## src/rtl/reflet_fetch_pkg.sv

```systemverilog
// reflet_fetch_pkg: shared widths, FSM states and prefetch entry type for the fetch stage
package reflet_fetch_pkg;
  localparam int BYTE_ADDR_W = 16;
  localparam int WORD_ADDR_W = 15;
  typedef enum logic {WAIT_MEM, FETCH} state_t;
  typedef struct packed {
    logic [BYTE_ADDR_W-1:0] pc;
    logic [7:0]             ins;
  } entry_t;
endpackage

```

## src/rtl/reflet_fetch_fifo.sv

```systemverilog
// reflet_fetch_fifo: shift-register byte FIFO, 0/1/2-byte push, 1-byte pop, flush; head is q[0]
module reflet_fetch_fifo
  import reflet_fetch_pkg::*;
#(
  parameter int DEPTH = 4
) (
  input  logic                     clk,
  input  logic                     reset,
  input  logic                     flush,
  input  logic [1:0]               push_n,
  input  entry_t                   din0,
  input  entry_t                   din1,
  input  logic                     pop,
  output entry_t                   head,
  output logic [$clog2(DEPTH):0]   count
);
  localparam int CW = $clog2(DEPTH) + 1;
  entry_t q [DEPTH];
  entry_t nq [DEPTH];
  logic [CW-1:0] base;
  always_comb begin
    base = count - CW'(pop);
    for (int i = 0; i < DEPTH; i++) begin
      nq[i] = pop ? ((i < DEPTH - 1) ? q[(i + 1) % DEPTH] : '0) : q[i];
      if (push_n != 2'd0 && i == int'(base)) nq[i] = din0;
      if (push_n == 2'd2 && i == int'(base) + 1) nq[i] = din1;
    end
  end
  always_ff @(posedge clk) begin
    if (reset || flush) begin
      count <= '0;
      q     <= '{default: '0};
    end else begin
      count <= base + CW'(push_n);
      q     <= nq;
    end
  end
  assign head = q[0];
endmodule

```

## src/rtl/reflet_fetch16.sv

```systemverilog
// reflet_fetch16: fetch stage splitting 16-bit memory words into a byte stream with redirect support
module reflet_fetch16
  import reflet_fetch_pkg::*;
#(
  parameter int                     FIFO_DEPTH = 4,
  parameter logic [BYTE_ADDR_W-1:0] RESET_PC   = 16'h0000
) (
  input  logic                   clk,
  input  logic                   reset,
  input  logic                   inst_ready,
  output logic [WORD_ADDR_W-1:0] mem_addr,
  output logic                   mem_enable,
  input  logic [15:0]            mem_data,
  input  logic                   redirect,
  input  logic [BYTE_ADDR_W-1:0] redirect_pc,
  output logic [7:0]             inst_out,
  output logic [BYTE_ADDR_W-1:0] inst_pc,
  output logic                   inst_valid,
  input  logic                   inst_accept
);
  localparam int CW = $clog2(FIFO_DEPTH) + 1;
  state_t                 state;
  logic                   armed, in_flight, in_odd, kill;
  logic [BYTE_ADDR_W-1:0] fetch_pc, in_pc;
  logic [CW-1:0]          count;
  logic [1:0]             push_n;
  entry_t                 head, din0, din1;
  // WAIT_MEM issues on the cycle inst_ready rises, except on the first cycle out of reset
  assign mem_enable = inst_ready && (state == FETCH || armed) && !redirect &&
                      (int'(count) + (in_flight ? (in_odd ? 1 : 2) : 0) <= FIFO_DEPTH - 2);
  assign mem_addr   = mem_enable ? fetch_pc[BYTE_ADDR_W-1:1] : '0;
  assign push_n     = (in_flight && !kill) ? (in_odd ? 2'd1 : 2'd2) : 2'd0;
  assign din0       = in_odd ? {in_pc, mem_data[15:8]} : {in_pc, mem_data[7:0]};
  assign din1       = {in_pc + 16'd1, mem_data[15:8]};
  assign inst_valid = count != '0;
  assign inst_out   = head.ins;
  assign inst_pc    = head.pc;
  reflet_fetch_fifo #(.DEPTH(FIFO_DEPTH)) u_fifo (
    .clk    (clk),
    .reset  (reset),
    .flush  (redirect),
    .push_n (push_n),
    .din0   (din0),
    .din1   (din1),
    .pop    (inst_valid && inst_accept),
    .head   (head),
    .count  (count)
  );
  always_ff @(posedge clk) begin
    if (reset) begin
      state     <= WAIT_MEM;
      armed     <= 1'b0;
      in_flight <= 1'b0;
      in_odd    <= 1'b0;
      kill      <= 1'b0;
      in_pc     <= '0;
      fetch_pc  <= RESET_PC;
    end else begin
      state     <= inst_ready ? FETCH : WAIT_MEM;
      armed     <= 1'b1;
      kill      <= redirect;
      in_flight <= mem_enable;
      if (mem_enable) begin
        in_odd   <= fetch_pc[0];
        in_pc    <= fetch_pc;
        fetch_pc <= fetch_pc + (fetch_pc[0] ? 16'd1 : 16'd2);
      end
      if (redirect) fetch_pc <= redirect_pc;
    end
  end
endmodule

```

## config.mk

```make
export PLATFORM = sky130hd
export DESIGN_NAME = reflet_fetch16
export DESIGN_NICKNAME = d
export VERILOG_FILES = /design/src/rtl/reflet_fetch_pkg.sv /design/src/rtl/reflet_fetch_fifo.sv /design/src/rtl/reflet_fetch16.sv
export SDC_FILE = /design/constraint.sdc
export NUM_CORES = 1
export LEC_CHECK = 0
export ABC_AREA = 1
export ABC_CLOCK_PERIOD_IN_PS = 4700
export CAP_MARGIN = 10
export CORE_AREA = 5 5 134 110
export CTS_BUF_LIST = sky130_fd_sc_hd__clkbuf_16
export DETAILED_ROUTE_END_ITERATION = 7
export DIE_AREA = 0 0 139 115
export PLACE_DENSITY = 0.84
export SETUP_SLACK_MARGIN = 0.4
export SLEW_MARGIN = 30
export SYNTH_ARGS = -nofsm -noshare
export SYNTH_HDL_FRONTEND = slang
export SYNTH_SLANG_ARGS = --single-unit
```

## constraint.sdc

```tcl
create_clock -name clk -period 4.7 [get_ports clk]
set_input_delay 1.41 -clock clk [delete_from_list [all_inputs] [get_ports clk]]
set_output_delay 1.41 -clock clk [all_outputs]
set_load 0.05 [all_outputs]
```

Yosys cells after proc, flatten, opt, wreduce, memory -nomap -nowiden:

Index checks and enable logic that the tools add are counted.

* bits in registers: 136
* input bits: 37
* word-level logic and storage cells: 79
* output and inout port bits: 41

* equality and inequality tests: 7
* mux-type cells: 23
* reduce and logical (&&, ||, !) cells: 26
* add/subtract/negate cells: 6
* $lt $le $gt $ge: 1

Operators with widths (count)
* two-way mux 24 bit: 12
* == test 3 x 32 -> 1 bit (first input constant): 2
* == test 2 x 32 -> 1 bit (first input constant): 1
* logical NOT 32 bit: 1
* two-way mux 16 bit: 2
* adder 16 x 1 -> 16 bit (second input constant): 1
* adder 16 x 2 -> 16 bit: 1
* two-way mux 15 bit: 1
* nonzero test 3 bit: 5
* logical AND 1 bit: 13
* two-way mux 2 bit: 5
* two-way mux 8 bit: 1
* == test 3 bit (first input constant): 2
* adder 3 x 1 -> 4 bit (second input constant): 1
* adder 3 x 2 -> 4 bit: 1
* <= comparator 4 x 2 -> 1 bit (second input constant): 1
* nonzero test 2 bit: 2
* adder 3 x 2 -> 3 bit: 1
* == test 2 x 3 -> 1 bit (first input constant): 1
* logical NOT 3 bit: 1
* subtractor 3 x 1 -> 3 bit: 1
* == test 2 bit (second input constant): 1
* logical NOT 1 bit: 2
* logical OR 1 bit: 2
* two-way mux 1 bit: 2

Depth between registers and ports, before layout:

* depth in word-level cells: 7
* gate-level depth with buffers: 18
* mapped depth without buffers: 16

Hierarchy:

A second synthesis with hierarchy kept.

* cells, all modules: 1395
* area, all modules: 8657.1 um^2

Modules (own cells, without submodules)
* reflet_fetch_fifo: cells each 999, seq. area each 1981.9 um^2, area an instance 6248.5 um^2, instances 1
* reflet_fetch16: cells each 396, seq. area each 720.7 um^2, area an instance 2408.6 um^2, instances 1

Worst setup path after synthesis:

OpenSTA, ideal clock, no wires.

* path kind: in2out
* start point: in redirect
* end point: out mem_addr[13]
* buffers on the path: 2
* arrival: 2738 ps
* required time: 3290 ps
* stages on the path: 7
* setup slack: 552 ps
* cell sequence: inv_2 > nand3_1 > nor2_1 > nand2_1 > buf_2 > buf_2 > nor2_1

* word-level cells in the longest chain between the ends: 4

Ends and longest elaborated chain
* from (decl): RTL line reflet_fetch16.sv:14 `input logic redirect,`
* logical NOT 1 bit: RTL line reflet_fetch16.sv:29 `assign mem_enable = inst_ready && (state == FETCH || armed) && !redirect &&`
* logical AND 1 bit (2 in a row): RTL line reflet_fetch16.sv:29
* two-way mux 15 bit: RTL line reflet_fetch16.sv:31 `assign mem_addr = mem_enable ? fetch_pc[BYTE_ADDR_W-1:1] : '0;`
* to (decl): RTL line reflet_fetch16.sv:11 `output logic [WORD_ADDR_W-1:0] mem_addr,`

Every way passes these cells.

Worst setup path in the final report:

Ends and elaborated chain as after synthesis.

==> run_results.csv <==
group,metric,value,unit
synth,post_synth_mux_area_share,0,%
layout,final_cell_mix,"329 x sky130_fd_sc_hd__nand2_1, 144 x sky130_fd_sc_hd__nor2_1, 135 x sky130_fd_sc_hd__dfxtp_1",
synth,synth_async_sr_flop_share,0,%
timing,setup_tns,0,ns
critical_path,timing.critical_path.required,3.29,ns
global_route,met1_track_demand_over_resource_in_global_routing,42.3,%
placement,placedCellCount,1410,
drt,post_drt_wl_per_cell,16.3,um
drt,avgViaCountPerCell,5.55,
cts,cts.sinks,135,
synth,post_synth_and_or_nand_nor_area_fraction,34.8,%
drt,route.final.wire_length,23.6,mm
cts,clock-root-buffer,"sky130_fd_sc_hd__clkbuf_16",
timing,period_share,91.0,%
synth,synth_largest_area_cell,"sky130_fd_sc_hd__dfxtp_1",
timing,final_period_minus_worst_setup_slack,4.28,ns
layout,area_growth,15.1,%
critical_path,highest_fanout_seen_on_the_critical_path,28,
layout,layout_commonest_cell,"sky130_fd_sc_hd__nand2_1",
timing,slew-limit-headroom,33.1,%
critical_path,worst_setup_path_end_kind,"output pin",
layout,fillers,1187,
drt,remaining_drc_errors,0,
timing,max_slew.worst_pin.slew,1.00,ns
power,cellLeakagePower,3.76,nW
cts,cts_inserted_buffers,17,
timing,fin_worst_skew,0.00578,ns
min_path,timing.hold.worst.start,"u_fifo.q[2]",
min_path,hold_path_class,"flop to flop",
global_route,global_route_total_overflow,0,
placement,dp_hpwl,16.1,mm
synth,synthesis.area,7800,sq um
timing,worst_slack,0.421,ns
drt,first_pass_iters,7,
drt,drt.antenna.violating_nets,0,
synth,netlist_instances,1221,
synth,syn_avg_cell_area,6.39,sq um
floorplanning,die_w,139,um
floorplanning,die_h,115,um
job,timing.max_cap.violations,0,
critical_path,cp.arrival,2.87,ns
synth,synth_seq_area_share,34.7,%
power,vdd.ir_drop.worst,0.236,mV
layout,multi_input_logic_area,4060,sq um
global_route,grt_max_degree,51,
synth,postSynth.topFlopCell,"sky130_fd_sc_hd__dfxtp_1",
critical_path,setup.worst_path.start,"redirect",
cts,cts.clk_slew.worst_paths,0.06,ns
layout,layout.area.seq,2700,sq um
floorplanning,die_area,16000,sq um
synth,syn_nets,1268,
power,power.density,309,nW/um^2
floorplanning,num_rows,38,
floorplanning,start_util,58.6,%
layout,finalNonFillerCells,1444,
drt,vias,8010,
cts,tritoncts,"yes",
synth,yosys_warnings,0,
synth,synthTopCellsByArea,"sky130_fd_sc_hd__dfxtp_1 35%, sky130_fd_sc_hd__nand2_1 16%, sky130_fd_sc_hd__nor2_1 7.1%",
global_route,grtUsageMet2,39.3,%
critical_path,setup.worst_path.start_class,"primary input",
floorplanning,io_pins,78,
timing,final_max_slew_viol_count,0,
synth,synth_xor_xnor_area_share,1.01,%
timing,hold-worst-slack,0.464,ns
critical_path,crit_type,"primary input to output pin",
timing,max_freq,234,MHz
synth,synth_compound_area_share,14.2,%
placement,gpl.final_weighted_congestion,0.967,
cts,clock_tree.buffer_depth,2,
cts,ctsHtreeMaxLevel,4,
global_route,antenna_found_initial,0,
synth,main_combinational_cell_family_by_area_after_synthesis,"simple AND/OR/NAND/NOR gates",
placement,dpl_worst_slack,0.235,ns
global_route,grt_util_all_layers,29.2,%
placement,portBuffers,77,
layout,nNetsFinal,1298,
global_route,grt-busiest-layer,"met1",
power,power,0.00277,W
floorplanning,coreArea,13300,sq um
layout,layout-drive-gt1-share,8.94,%
drt,initialDrtViolationCount,1281,
timing,final-hold-violation-count,0,
synth,yosysTopAreaCellShare,34.7,%
outcome,outcome,"finished clean",
timing,setup_viol,0,
global_route,use_met3,10.6,%
synth,yosys.area_share.adder,1.80,%
layout,antenna_cells,0,
synth,synth_edf_count,0,
synth,ys_types,36,
global_route,grt_pass1_vias,7004,
timing,grt_setup_unrepaired,"yes",
cts,hold_fix_buffer_count_after_cts,0,
cts,clk-insertion-delay-late,0.43,ns
synth,postSynthRegisterBits,135,
critical_path,r2r-start,"u_fifo.count[1]",
global_route,grt_first_pass_wirelength,37.1,mm
worst max-delay path, stage by stage:
cell and delay, ns:
sky130_fd_sc_hd__clkdlybuf4s50_1 0.44, sky130_fd_sc_hd__inv_2 0.13, sky130_fd_sc_hd__nand3_1 0.10, sky130_fd_sc_hd__nor2_2 0.16, sky130_fd_sc_hd__nand2_4 0.11, sky130_fd_sc_hd__buf_8 0.19, sky130_fd_sc_hd__nor2_2 0.15, sky130_fd_sc_hd__buf_12 0.15
repair_timing:
item                       CTS  global route
gates resized for setup      1             9
setup endpoints to repair   16            16
setup buffers                0             1
gates cloned                 0             1
flip-flops by register name (all words and copies together), names as in the netlist:
name and cells:
in_flight 1, armed 1, in_pc 16, u_fifo.count 3, fetch_pc 16, u_fifo.head 24
kill 1, state 1, u_fifo.q 72
worst paths after layout:
kind              slack, ns  depth (start not counted)      endpoint
setup / recovery       0.42                          8  mem_addr[13]
hold / removal         0.46                          2   u_fifo.q[2]
setup reg to reg       1.77                         15  u_fifo.q[45]
hold reg to reg        0.46                          2   u_fifo.q[2]
power by group:
group / internal, W / switching, W / total (W)
sequential: 0.00117 / 0.0000307 / 0.00120
clock: 0.000696 / 0.000575 / 0.00127
combinational: 0.000101 / 0.000198 / 0.000299
cell usage after synthesis (2+ instances only):
cell type,n
sky130_fd_sc_hd__nor3_1,17
sky130_fd_sc_hd__o21ai_1,2
sky130_fd_sc_hd__a21oi_1,83
sky130_fd_sc_hd__buf_6,6
sky130_fd_sc_hd__inv_2,12
sky130_fd_sc_hd__nand3_2,5
sky130_fd_sc_hd__o211ai_1,4
sky130_fd_sc_hd__clkbuf_1,21
sky130_fd_sc_hd__inv_1,123
sky130_fd_sc_hd__or2_2,2
sky130_fd_sc_hd__ha_1,8
sky130_fd_sc_hd__xor2_1,7
sky130_fd_sc_hd__nand2_1,330
sky130_fd_sc_hd__buf_4,31
sky130_fd_sc_hd__buf_2,26
sky130_fd_sc_hd__a31oi_1,18
sky130_fd_sc_hd__xnor2_1,2
sky130_fd_sc_hd__nand3_4,3
sky130_fd_sc_hd__a22oi_1,4
sky130_fd_sc_hd__nand3_1,103
sky130_fd_sc_hd__fa_1,2
sky130_fd_sc_hd__nor2_1,148
sky130_fd_sc_hd__nand4_1,10
sky130_fd_sc_hd__nand2_2,5
sky130_fd_sc_hd__dfxtp_1,135
sky130_fd_sc_hd__nor2_2,3
sky130_fd_sc_hd__nor2_4,7
sky130_fd_sc_hd__o21ai_0,96
metrics by stage:
stage,util [%],instance area [sq um]
3_3_place_gp,62.9,8370
5_1_grt,67.4,8970
4_1_cts,67.1,8930
2_1_floorplan,-,7800
3_5_place_dp,62.9,8370
6_report,67.4,8970
per-layer routing:
metal,share of wire [%],routed length [um]
met1,44,10400
met2,38,9020
met3,15,3590
met4,2.5,579
met5,0,0
kinds of logic (layout without fill, tap and decap cells):
kind of cell / after synthesis / count (layout)
buf+inv: 222 / 265
fa+ha+maj: 10 / 10
compound gates: 211 / 211
simple gates: 634 / 634
flops: 135 / 135
xor+xnor: 9 / 9
area by class of cell:
class / count / area share [%]
multi-input combinational: 864 / 45.2
sequential: 135 / 30.1
timing repair buffer: 96 / 10.1
inverter: 136 / 5.74
clock buffer: 17 / 4.74
tap: 180 / 2.51
clock inverter: 15 / 1.51
timing repair inverter: 1 / 0.0558
No activity file was read; power rests on OpenSTA's default activity.
==> variant, RTL diff (config.mk and constraints unchanged) <==
Make the reset (`reset`) asynchronous in one clocked block.
--- a/src/rtl/reflet_fetch16.sv
+++ b/src/rtl/reflet_fetch16.sv
@@ -47,5 +47,5 @@
     .count  (count)
   );
-  always_ff @(posedge clk) begin
+  always_ff @(posedge clk or posedge reset) begin
     if (reset) begin
       state     <= WAIT_MEM;
Behaviour: differs if reset is asserted again (counterexample within 4 cycles, from zero or initial values and one cycle with reset high); with reset held inactive, the same outputs for 10 cycles.
==> variant against the unedited design <==
First-iteration DRC count down 32%. Sequential share of layout area up 0.67 points. Worst setup slack better by 52 ps. Wire length down 4.7%. Critical endpoint is now mem_addr[6]. Non-clock buffer count down 9. Largest cell class unchanged. Critical path type unchanged. Synthesized area up 3.7%. Register-to-register slack worse by 220 ps. Cell area up 4.4%. Sequential cell count unchanged.
Power is not compared: it rests on default switching activity, and its combinational part moved more than twofold at a synthesized area within 25%.
==> variant: results (changes against the unedited design) <==
Routed Wire Length 22450 um (-4.7%); fin util 70.34% (+2.9 points); placed instance area 8712 um2 (+4.0%); initial antenna violation count 0 (unchanged); clk tree area frac 6.521% (+0.27 points); GRT Util Overall 28.84% (-0.34 points); fin cells 1403 (-2.8%); 1st-pass router iterations 8 (+1); CP Max Fanout 13 (-54%); routed length on met2 9400 um (+4.2%); hold_ws 464.0 ps (-0.3110 ps); largest net degree at the start of global routing 72 (+41%); WL met3 2755 um (-23%); cell count after synthesis 1189 (-2.6%); ys async rst share 26.67% (+27 points); vias in the first global route 7372 (+5.3%); inverters 132 (-3.6%); Setup crit end mem_addr[6]; Seq Cell Count 135 (unchanged); Layout Nets 1257 (-3.2%); 1st-iter DRT viols 872 (-32%); # resized after CTS 6 (+5); multi-input combinational area share 44.15% (-1.1 points); Cell variety after synth 42 (+17%); YS warnings 0 (unchanged); first-pass GRT wire length 37400 um (+0.74%); sequential fraction of the synthesis area 35.65% (+1.0 points); Post-CTS Setup Inserts 2 (+2); fillers 1086 (-8.5%); fraction of area in registers 30.79% (+0.67 points); Worst R2R End u_fifo.q[58]$_SDFFE_PP0P_; GR Layer Usage met2 43.22% (+3.9 points); status finished clean; GPL Wtd Cong 0.9336 (-3.4%); layout buffer count excluding clock buffers 87 (-9.4%); met1 wire length 9862 um (-4.8%); Max transition margin 44.86% (+12 points); count of multi-input gates 837 (-3.1%); Reg2Reg Depth 14 (-1); hold path start u_fifo.q[9]$_SDFFE_PP0P_; drt via density 5.589 (+0.75%); met1 Usage GRT 40.07% (-2.2 points); reg2reg setup slack 1550 ps (-220 ps); Clock Path Buffers 2 (unchanged); largest cells by area after synthesis dfxtp_1, nand2_1, dfrtp_1; clock latency on the worst-skew pair 430 ps (about the same); share of cells above drive strength 1 8.177% (-0.76 points); Synth Flop Type dfxtp_1; met3 Track Usage GR 8.732% (-1.9 points); Arr. time, crit path 2820 ps (-50 ps); pre-CTS WS 175.0 ps (-59.92 ps); fmax 236.6 MHz (+1.2%); DP HPWL 15300 um (-4.9%); most frequent cells after synthesis nand2_1, nor2_1, inv_1; skew final 5.791 ps (+0.01319 ps); Data buffer area share 10.74% (+0.65 points); Worst Hold Path EP u_fifo.q[9]$_SDFFE_PP0P_
[variant: changes by cell type after synthesis, moves of 5 or more]
| cell | change |
|---|---|
| dfrtp_1 | +36 |
| dfxtp_1 | -36 |
| a21oi_1 | -31 |
| nand2_1 | -25 |
| nor2_1 | -18 |
| nand3_1 | +14 |
| clkbuf_1 | -9 |
| o21bai_1 | +9 |
| buf_6 | +8 |
| buf_4 | +6 |
| o21ai_1 | +6 |
| nand3_4 | +5 |
[variant: kinds of logic after synthesis]
| group | after synthesis | synth area share (%) |
|---|---|---|
| other cells | 1 | 0.04638 |
| buf+inv | 218 | 13.51 |
| xor+xnor | 13 | 1.408 |
| fa+ha+maj | 10 | 1.733 |
| flops | 135 | 35.65 |
| compound gates | 198 | 13.28 |
| simple gates | 614 | 34.37 |
[variant: report_power, final]
group          switching (uW)  internal (uW)  total [uW]
clock                     515            877        1390
sequential                104           1220        1320
combinational             414            189         603
total                    1030           2280        3320
